--- src/rtl/mem_access_unit.sv ---
// MEM-stage data memory access unit: aligns stores, formats loads, stalls the pipeline across bus waits.
// Latency: 3 cycles per access with zero-wait memory (IDLE, WAIT, DONE); 1 cycle for non-memory ops.
// Backpressure: StallM stays high until the bus returns dmem_ready or the timeout fault fires.
module mem_access_unit #(
    parameter int unsigned TIMEOUT_CYCLES = 255
) (
    input  logic        clk,
    input  logic        reset,
    input  logic        MemReadM,
    input  logic        MemWriteM,
    input  logic [2:0]  funct3M,
    input  logic [63:0] ALU_ResultM,
    input  logic [63:0] WriteDataM,
    input  logic        RegWriteM,
    output logic        dmem_req,
    output logic        dmem_we,
    output logic [63:0] dmem_addr,
    output logic [7:0]  dmem_be,
    output logic [63:0] dmem_wdata,
    input  logic        dmem_ready,
    input  logic [63:0] dmem_rdata,
    output logic        StallM,
    output logic [63:0] ReadDataM,
    output logic        RegWriteO,
    output logic        fault_o
);

    typedef enum logic [1:0] {S_IDLE, S_WAIT, S_DONE} state_t;

    localparam logic [15:0] LP_TIMEOUT = 16'(TIMEOUT_CYCLES);

    state_t      r_state;
    state_t      w_state_nxt;
    logic        r_req;
    logic        r_we;
    logic [63:0] r_addr;
    logic [7:0]  r_be;
    logic [63:0] r_wdata;
    logic [2:0]  r_f3;
    logic [2:0]  r_lane;
    logic [63:0] r_rdata;
    logic        r_fault;
    logic [15:0] r_cnt;

    logic        w_mem_op;
    logic [2:0]  w_lane;
    logic        w_misalign;
    logic        w_illegal;
    logic [7:0]  w_be;
    logic [63:0] w_wdata;
    logic [63:0] w_rd_shift;
    logic [63:0] w_fmt;
    logic [15:0] w_cnt_nxt;
    logic        w_issue;
    logic        w_flt_idle;
    logic        w_rsp;
    logic        w_tmo;

    assign w_mem_op  = MemReadM | MemWriteM;
    assign w_lane    = ALU_ResultM[2:0];
    assign w_cnt_nxt = r_cnt + 16'd1;

    always_comb begin
        w_misalign = 1'b0;
        w_be       = 8'h01 << w_lane;
        case (funct3M[1:0])
            2'b01: begin w_misalign = w_lane[0];    w_be = 8'h03 << w_lane; end
            2'b10: begin w_misalign = |w_lane[1:0]; w_be = 8'h0F << w_lane; end
            2'b11: begin w_misalign = |w_lane;      w_be = 8'hFF;           end
            default: ;
        endcase
    end

    // Stores have no unsigned forms, and 111 is not a defined access size.
    assign w_illegal = (MemReadM & MemWriteM) | (MemWriteM & funct3M[2]) |
                       (funct3M == 3'b111) | w_misalign;
    assign w_wdata   = WriteDataM << {w_lane, 3'b000};

    assign w_rd_shift = dmem_rdata >> {r_lane, 3'b000};

    always_comb begin
        w_fmt = dmem_rdata;
        case (r_f3)
            3'b000:  w_fmt = {{56{w_rd_shift[7]}},  w_rd_shift[7:0]};
            3'b001:  w_fmt = {{48{w_rd_shift[15]}}, w_rd_shift[15:0]};
            3'b010:  w_fmt = {{32{w_rd_shift[31]}}, w_rd_shift[31:0]};
            3'b100:  w_fmt = {56'd0, w_rd_shift[7:0]};
            3'b101:  w_fmt = {48'd0, w_rd_shift[15:0]};
            3'b110:  w_fmt = {32'd0, w_rd_shift[31:0]};
            default: w_fmt = dmem_rdata;
        endcase
    end

    always_ff @(posedge clk or posedge reset) begin
        if (reset) r_state <= S_IDLE;
        else       r_state <= w_state_nxt;
    end

    always_comb begin
        w_state_nxt = r_state;
        StallM      = 1'b0;
        ReadDataM   = 64'd0;
        fault_o     = 1'b0;
        RegWriteO   = RegWriteM;
        w_issue     = 1'b0;
        w_flt_idle  = 1'b0;
        w_rsp       = 1'b0;
        w_tmo       = 1'b0;
        case (r_state)
            S_IDLE: begin
                if (w_mem_op) begin
                    StallM    = 1'b1;
                    RegWriteO = 1'b0;
                    if (w_illegal) begin
                        w_flt_idle  = 1'b1;
                        w_state_nxt = S_DONE;
                    end else begin
                        w_issue     = 1'b1;
                        w_state_nxt = S_WAIT;
                    end
                end
            end
            S_WAIT: begin
                StallM    = 1'b1;
                RegWriteO = 1'b0;
                if (dmem_ready) begin
                    w_rsp       = 1'b1;
                    w_state_nxt = S_DONE;
                end else if (w_cnt_nxt == LP_TIMEOUT) begin
                    w_tmo       = 1'b1;
                    w_state_nxt = S_DONE;
                end
            end
            S_DONE: begin
                ReadDataM   = r_rdata;
                fault_o     = r_fault;
                RegWriteO   = RegWriteM & ~r_fault;
                w_state_nxt = S_IDLE;
            end
            default: w_state_nxt = S_IDLE;
        endcase
    end

    always_ff @(posedge clk or posedge reset) begin
        if (reset) begin
            r_req   <= 1'b0;
            r_we    <= 1'b0;
            r_addr  <= 64'd0;
            r_be    <= 8'd0;
            r_wdata <= 64'd0;
            r_f3    <= 3'd0;
            r_lane  <= 3'd0;
            r_rdata <= 64'd0;
            r_fault <= 1'b0;
            r_cnt   <= 16'd0;
        end else begin
            if (w_issue) begin
                r_req   <= 1'b1;
                r_we    <= MemWriteM;
                r_addr  <= {ALU_ResultM[63:3], 3'b000};
                r_be    <= w_be;
                r_wdata <= w_wdata;
                r_f3    <= funct3M;
                r_lane  <= w_lane;
                r_rdata <= 64'd0;
            end
            if (w_flt_idle) begin
                r_fault <= 1'b1;
                r_rdata <= 64'd0;
            end
            if (r_state == S_WAIT) begin
                if (w_rsp) begin
                    r_req   <= 1'b0;
                    r_rdata <= r_we ? 64'd0 : w_fmt;
                    r_cnt   <= 16'd0;
                end else if (w_tmo) begin
                    r_req   <= 1'b0;
                    r_fault <= 1'b1;
                    r_rdata <= 64'd0;
                    r_cnt   <= 16'd0;
                end else begin
                    r_cnt   <= w_cnt_nxt;
                end
            end
            if (r_state == S_DONE) r_fault <= 1'b0;
        end
    end

    assign dmem_req   = r_req;
    assign dmem_we    = r_we;
    assign dmem_addr  = r_addr;
    assign dmem_be    = r_be;
    assign dmem_wdata = r_wdata;

endmodule

--- config.mk ---
export PLATFORM = sky130hd
export DESIGN_NAME = mem_access_unit
export DESIGN_NICKNAME = d
export VERILOG_FILES = /design/src/rtl/mem_access_unit.sv
export SDC_FILE = /design/constraint.sdc
export NUM_CORES = 1
export LEC_CHECK = 0
export BUFFER_PORTS_ARGS = -buffer_cell sky130_fd_sc_hd__buf_2
export CAP_MARGIN = 20
export CORE_UTILIZATION = 45
export CTS_CLUSTER_DIAMETER = 40
export CTS_CLUSTER_SIZE = 40
export DETAILED_ROUTE_END_ITERATION = 8
export GPL_ROUTABILITY_DRIVEN = 0
export GPL_TIMING_DRIVEN = 0
export PLACE_DENSITY = 0.8
export RECOVER_POWER = 50
export SETUP_SLACK_MARGIN = 0.4
export SKIP_CTS_REPAIR_TIMING = 1
export SLEW_MARGIN = 0
export SYNTH_ARGS = -nofsm -noshare
export SYNTH_HDL_FRONTEND = slang
export SYNTH_SLANG_ARGS = --single-unit
--- constraint.sdc ---
create_clock -name clk -period 6.65 [get_ports clk]
set_input_delay 0.9975 -clock clk [delete_from_list [all_inputs] [get_ports clk]]
set_output_delay 0.9975 -clock clk [all_outputs]
set_load 0.02 [all_outputs]
# Word level (Yosys, flattened, before mapping)
# Cells that the tools add are included.
word_totals:
  reg_bits: 224
  wordCells: 86
op_classes:
  add_sub_neg: 1
  n_eq_ne: 14
  shifts: 5
  n_mux: 42
  bitwise: 8
  reduce_logical: 5
ops:
  columns: ["operator", "count"]
  rows:
  - ["$mux W64", 7]
  - ["$pmux W64 S6", 1]
  - ["$shl A64 B6 Y64", 1]
  - ["$shr A64 B6 Y32", 1]
  - ["$mux W16", 2]
  - ["$pmux W8 S3", 1]
  - ["$mux W1", 23]
  - ["$add A16 B1 Y16 const B", 1]
  - ["$eq A16 B8 Y1 const B", 1]
  - ["$eq A3 B3 Y1 const B", 4]
  - ["$mux W2", 4]
  - ["$shl A1 B3 Y8 const A", 1]
  - ["$shl A2 B3 Y8 const A", 1]
  - ["$shl A4 B3 Y8 const A", 1]
  - ["$eq A2 B2 Y1 const B", 3]
  - ["$pmux W1 S3", 2]
  - ["$eq A2 B1 Y1 const B", 2]
  - ["$or A1 B1 Y1", 4]
  - ["$pmux W2 S2", 1]
  - ["$and A1 B1 Y1", 3]
  - ["$eq A3 B1 Y1 const B", 1]
  - ["$eq A3 B2 Y1 const B", 1]
  - ["$logic_not A3 Y1", 1]
  - ["$ne A3 B3 Y1 const B", 1]
  - ["other kinds (7)", 7]

# Depth between registers and ports, before layout
# Gate-level depths: netlist of the first run.
depth:
  word_depth: 12
  ltp_mapped: 12
  ltp_nobuf: 9

# Worst setup path before layout of the first run
# No wires, ideal clock.
synth_timing:
  kind: "input to output"
  start: "input MemWriteM"
  end: "output RegWriteO"
  arrival_time_ns: 2.037
  path_slack_ns: 3.615
  cell_stages: 3
  path_cell_list: "o21ai_0 -> nand2_1 -> nor3b_1"
synth_via:
  elab_chain_cells: 3
synth_lines:
  columns: ["element", "line_no", "rtl"]
  rows:
  - ["from (decl)", "10", "input logic MemWriteM,"]
  - ["$or A1 B1 Y1", "59", "assign w_mem_op = MemReadM | MemWriteM;"]
  - ["$mux W1", "111", "if (w_mem_op) begin"]
  - ["$pmux W1 S3", "109", "case (r_state)"]
  - ["to (decl)", "24", "output logic RegWriteO,"]
# No other way between the ends.

==> results of run 1 <==
## through the flow
stage	setup WS [ns]	util, %	hold slack, ns	total power (uW)	area (um^2)
final	3.05	58.8	0.464	7570	16900
after global routing	2.43	58.8	0.490	7950	16900
after CTS	3.07	59.4	0.464	7600	17000
after detailed placement	2.58	54.8	0.450	5560	15700
after global placement	1.34	54.4	0.448	5450	15600
after floorplan	2.73	-	0.448	4390	13100
## cell usage in the layout (no fill, tap or decap), types with 4 or more instances in the layout
cell       netlist  routed
nand2_1        327     327
buf_2           17     321
dfrtp_1        224     224
clkbuf_1        80     181
nor2_1         132     132
mux2i_1        113     113
o21ai_0        101     101
and2_1          67      67
a21oi_1         47      47
o2bb2ai_1       42      42
clkbuf_16        0      38
mux2_2          36      36
mux4_2          26      26
a221oi_1        24      24
nand2b_1        20      20
o31ai_1         19      19
inv_1           18      17
nand3_1         16      16
buf_1           16      16
o211ai_1        15      15
nor3_1          14      14
a221o_1         14      14
a22o_1          11      11
o22ai_1          9       9
nor2b_1          8       8
o22a_1           7       7
ha_1             7       7
nand4_1          6       6
bufinv_16        0       5
clkinv_2         0       5
clkbuf_8         0       4
inv_6            0       4
## how the worst min path moves through the flow
| stage | startpoint | slack [ns] | endpoint | cells after the start |
|---|---|---|---|---|
| floorplan | r_rdata[15] | 0.45 | r_rdata[15] | 1 |
| global placement | dmem_wdata[2] | 0.45 | dmem_wdata[2] | 2 |
| detailed placement | dmem_wdata[6] | 0.45 | dmem_wdata[6] | 2 |
| CTS | dmem_wdata[6] | 0.46 | dmem_wdata[6] | 2 |
| global route | r_rdata[28] | 0.49 | r_rdata[28] | 1 |
| finish | dmem_wdata[0] | 0.46 | dmem_wdata[0] | 2 |
## final cells by class
cell class | count | share of cell area, %
clock buffer | 43 | 5.99
antenna | 1 | 0.0148
sequential | 224 | 33.2
tap | 384 | 2.85
multi-input combinational | 1103 | 41.5
clock inverter | 23 | 1.77
inverter | 18 | 0.408
timing repair buffer | 406 | 11.5
buffer | 116 | 2.77
## logic make-up after synthesis
kind of cell	count (synthesis)	share of synthesized area, %
other cells	1	0.0286
fa+ha+maj	8	0.743
mux	175	16.2
compound gates	307	16.0
buf+inv	134	4.08
flops	224	42.7
simple gates	605	20.0
xor+xnor	5	0.334
## power breakdown
| part | internal, uW | switching (uW) | leakage, uW |
|---|---|---|---|
| sequential | 1910 | 347 | 0.00289 |
| combinational | 1100 | 2210 | 0.00460 |
| clock | 1300 | 714 | 0.000638 |
| total | 4300 | 3270 | 0.00813 |
## routing by layer
metal | part of all wire, % | up-vias | GRT usage (%)
met3 | 11 | 240 | 8.07
met5 | 0 | - | 0
met2 | 47 | 1025 | 54.7
met1 | 36 | 6444 | 38.9
li1 | - | 6013 | -
met4 | 6.4 | 0 | 17.7
## worst register-to-register path, cell delays in order, from the launching register on
cell and delay, ns:
dfrtp_1 0.48, ha_1 0.36, nand3_1 0.30, nor4_1 0.55, xor2_1 0.16, a2111o_1 0.43, o41ai_4 0.32, o21ai_4 0.19
buf_2 0.23, a221o_1 0.37
## sequential cells by signal, indices dropped and copies added (netlist names)
| name | count |
|---|---|
| dmem_we | 1 |
| dmem_req | 1 |
| dmem_addr | 61 |
| r_rdata | 64 |
| r_f3 | 3 |
| r_fault | 1 |
| r_lane | 3 |
| dmem_wdata | 64 |
| dmem_be | 8 |
| r_cnt | 16 |
| r_state | 2 |
==> summary.txt, run 1 <==
Critical Path Stages - 3
Pwr dens - 449 mW/mm^2
Vias in the first global route - 13500
Synth cell count leaders - 327 x nand2_1, 224 x dfrtp_1, 132 x nor2_1, 113 x mux2i_1, 101 x o21ai_0
Area leader, netlist - dfrtp_1
Final Instance Count excl. Fillers - 2318
Clk buf depth - 3
Htree depth - 2
Buffers & Inverters on Critical Path - 3
Core Box Area - 0.0287 mm^2
Crit-path cells - buf_2, clkinvlp_2, clkbuf_1
Nature of the critical path startpoint - input port
Reg area - 0.00561 mm^2
TritonCTS Buffers - 36
Starting Density - 45.7%
Reg2Reg Launch Point - r_cnt[0]
Post-Synthesis Cell Area - 0.0131 mm^2
CTS tree - done
Crit. End Element - asynchronous set/reset pin
Critical path required time - 6.77 ns
Fin Clk Skew - 0.0237 ns
Unrepaired setup endpoints after global routing - no
Number of flops mapped to enable cells by yosys - 0
Initial antenna violation count - 1
Clock Tree Root - clkbuf_16
Slowest-stage cell, CP - clkbuf_1
Total GRT Usage - 32.7%
Setup TNS - 0 ns
Delay-heaviest family, CP - buffers and inverters
Top-area cell type share of the netlist area - 42.7%
Post-route ant nets - 0
LEAKAGE - 0.00813 uW
Cell with the most instances after synthesis - nand2_1
Ys async rst share - 100%
R2R setup slack - 3.13 ns
Tightest Hold Check Type - flop to flop
Clock-pin slew on the worst setup and hold paths - 0.05 ns
CP Class - input port to asynchronous set/reset pin
Fillers - 2538
Final Max Tran Viols - 114
Largest net degree at the start of global routing - 44
Final HPWL DP - 37.7 mm
Maximum vdd drop - 0.257 mV
Critical Path End - dmem_addr[28]
Register area share after synthesis - 42.7%
Share of cells above drive strength 1 - 23.8%
Critical-path maximum fanout - 42
Synth Instances - 1459
Peak Freq - 0.278 GHz
Residual DRC - 0
Critical path's largest stage delay - 1.73 ns
Ys Warns - 0
Arrival @ worst endpoint - 3.72 ns
Die width - 173 um
Rows - 62
Router iterations before antenna repair - 8
Worst-Skew Late Latency - 0.51 ns
Register bit total from synthesis - 224
Io pins - 406
Placed cells - 2251
Multi-input logic area - 0.00700 mm^2
Fin crit period - 3.60 ns
Grt ovf - 0
Max Cap Violations - 4
Die height - 173 um
Slew HR - -55.7%
Length in cells of the worst reg-to-reg path - 9
Final Hold Fails - 0
P&R area growth vs syn - 28.5%
Setup crit start - reset
Status - complete, but fails checks
Total number of vias - 13700
WL/cell - 21.5 um
Final period utilization - 54.1%
Die ar. - 0.0299 mm^2
Vias per inst - 5.92
Ys flop type - dfrtp_1
Layout Nets - 2113
Clock tree sinks - 224
IO buf count - 401
Worst Max-Slew Pin Slew - 2.33 ns
Global-route wire length before repair - 76.4 mm
Final setup fails - 0
Failing checks - capacitance limit, slew limit
Avg Cell Area, Syn - 9.00 um^2
Drt total wl - 49.9 mm
Worst r2r dst - r_rdata[13]
Unique masters post-synth - 56
DRT iter0 DRCs - 1644
Area contributors post-synth - dfrtp_1 43%, nand2_1 9.3%, mux2i_1 8.6%
No activity file was read; power rests on OpenSTA's default activity.
==> run 2, diff against run 1 <==
==> constraint.sdc (replaced) <==
create_clock -name clk -period 3 [get_ports clk]
set_input_delay 0.45 -clock clk [delete_from_list [all_inputs] [get_ports clk]]
set_output_delay 0.45 -clock clk [all_outputs]
set_load 0.02 [all_outputs]
==> run 2 against run 1 <==
The run still ends with capacitance limit, slew limit left. Final cell count grew 1.1%. Die area is the same. Clock skew shrank 0.0053 ns. First-iteration DRC count shrank 6.6%. Combinational power grew 150%. Clock power grew 120%. Wire length grew 2.2%. Worst hold slack lost 0.35 ns. Power grew 130%. Sequential power grew 120%. Count of clock-buffer cells in the layout shrank 3. Critical endpoint is now r_rdata[16].
==> summary.txt, run 2 (synthesized netlist as in run 1, its figures left out) <==
Status - complete, but fails checks
Failing checks - capacitance limit, slew limit
Fillers - 2441 (-3.8%)
Fin crit period - 2.77 ns
Rows - 62 (unchanged)
TritonCTS Buffers - 37 (+2.8%)
Maximum vdd drop - 0.805 mV (+210%)
Critical path's largest stage delay - 0.47 ns (-1.26 ns)
Nature of the critical path startpoint - flop
Reg2Reg Launch Point - r_cnt[3]
Tightest Hold Check Type - input port to flop
Setup WS pre-CTS - -0.598 ns (-3.18 ns)
Max Cap Violations - 1 (-3)
Initial antenna violation count - 3 (+2)
Clock tree sinks - 224 (unchanged)
CP Class - flop to flop
Grt ovf - 0 (unchanged)
GRT met1 Usage - 38.9% (about the same)
Clk buf depth - 3 (unchanged)
Hold Path End - dmem_addr[55]
Vias in the first global route - 13800 (+1.9%)
Worst Max-Slew Pin Slew - 1.56 ns (-0.778 ns)
Gr busiest metal - met2
Length in cells of the worst reg-to-reg path - 8 (-1)
Layout Nets - 2138 (+1.2%)
Commonest non-fill, non-tap cell in the layout - nand2_1
Clock-pin slew on the worst setup and hold paths - 0.06 ns (about the same)
Met2 Track Usage GR - 54.5% (-0.24 points)
Crit-path cells - buf_6, nand4_1, or3_4, a2111o_1, o41ai_4, o21ai_4, buf_6, a221o_1
Die height - 173 um (unchanged)
Die width - 173 um (unchanged)
Io pins - 406 (unchanged)
DRT iter0 DRCs - 1536 (-6.6%)
P&R area growth vs syn - 34.4%
Min-Delay Startpoint - ALU_ResultM[55]
Global-route wire length before repair - 76.6 mm (+0.20%)
IO buf count - 401 (unchanged)
Slowest-stage cell, CP - a2111o_1
Unrepaired setup endpoints after global routing - yes
Critical-path maximum fanout - 10 (-76%)
Final WS setup - 0.233 ns (-2.82 ns)
Slew HR - -3.77% (+52 points)
Post-layout instance area - 0.0176 mm^2 (+4.6%)
Largest net degree at the start of global routing - 43 (-2.3%)
Peak Freq - 0.361 GHz
Final Max Tran Viols - 28 (-75%)
Core Box Area - 0.0287 mm^2 (unchanged)
Clock Tree Root - clkbuf_16
Final setup fails - 0 (unchanged)
R2R setup slack - 0.23 ns (-2.90 ns)
Total GRT Usage - 32.7% (-0.069 points)
Placed cell area - 0.0158 mm^2 (+0.27%)
LEAKAGE - 0.00849 uW (+4.5%)
Post-route ant nets - 0 (unchanged)
Critical path required time - 3.39 ns (-3.38 ns)
Worst r2r dst - r_rdata[16]
Starting Density - 45.7% (unchanged)
Hold depth - 3 (+1)
Final period utilization - 92.2%
Total number of vias - 14100 (+2.8%)
Crit. End Element - flop
Vias per inst - 6.02 (+1.6%)
WL/cell - 21.7 um (+1.1%)
Final HPWL DP - 37.2 mm (-1.1%)
Worst-Skew Late Latency - 0.52 ns (about the same)
Router iterations before antenna repair - 8 (unchanged)
Arrival @ worst endpoint - 3.15 ns (-0.57 ns)
Final Hold Fails - 0 (unchanged)
Commonest cells after routing, fill and taps aside - 326 x nand2_1, 306 x buf_2, 218 x dfrtp_1
Drt total wl - 51.0 mm (+2.2%)
CTS tree - done
Met3 Usage GRT - 6.97% (-1.1 points)
Htree depth - 2 (unchanged)
Hold slack - 0.109 ns (-0.355 ns)
Share of cells above drive strength 1 - 29.3% (+5.5 points)
Residual DRC - 0 (unchanged)
Die ar. - 0.0299 mm^2 (unchanged)
Most common cell on crit path - buf_6
Fin Clk Skew - 0.0185 ns (-0.00527 ns)
Pwr dens - 1000 mW/mm^2 (+120%)
## run 2: changes by cell type in the layout (fill, tap and decap cells not counted), sizes merged
| cell | change |
|---|---|
| clkinv | -1 |
| inv | +5 |
| clkbuf | +14 |
| buf | +6 |
| clkinvlp | +2 |
| bufinv | -3 |
| diode | +2 |
| dlygate4sd3 | +1 |
## run 2: metal layers
layer	wire length, um	share of wire (%)
met5	0	0
met4	3700	7.3
met3	5480	11
met2	24200	48
met1	17600	34
## run 2: report_power, final
group	total [uW]	internal (uW)	leakage [uW]	switching (uW)
Combinational	8230	2960	0.00500	5270
Clock	4360	2640	0.000614	1720
Sequential	5060	4230	0.00288	827
## run 2: layout make-up
cell class	instances	area (um^2)	share of cell area, %
Clock inverter	26	287	1.62
Clock buffer	40	990	5.61
Antenna cell	3	7.51	0.0425
Buffer	116	596	3.37
Inverter	18	68.8	0.390
Timing Repair Buffer	430	2180	12.4
Tap cell	384	480	2.72
Multi-Input combinational cell	1103	7420	42.1
Sequential cell	224	5610	31.8
## run 2: worst max path at each step
stage | endpoint | slack [ns] | start | cells past startpoint
4_1_cts | dmem_be[2] | -0.09 | funct3M[0] | 10
6_report | r_rdata[16] | 0.23 | r_cnt[3] | 8
3_3_place_gp | r_rdata[40] | -1.77 | reset | 2
2_1_floorplan | dmem_addr[10] | -0.37 | reset | 1
5_1_grt | r_rdata[19] | 0.14 | r_cnt[3] | 8
3_5_place_dp | dmem_be[2] | -0.60 | funct3M[0] | 10
## run 2: worst max-delay path: cells and delay by family, from the launching register on
family	cells	cell delay (ns)
AO/OA/AOI/OAI	4	1.38
flip-flops	1	0.34
AND/OR/NAND/NOR	2	0.58
buffers and inverters	2	0.31
## run 2: per-stage QoR
step                setup TNS (ns)  total power (uW)  util, %  std cells
floorplan                   -83.78              9740        -       1461
global placement           -437.28             12100     54.5       2246
detailed placement          -46.79             12300     54.9       2252
CTS                          -1.79             16700     59.4       2318
global route                     0             18400     61.5       2344
finish                           0             17600     61.5       2344
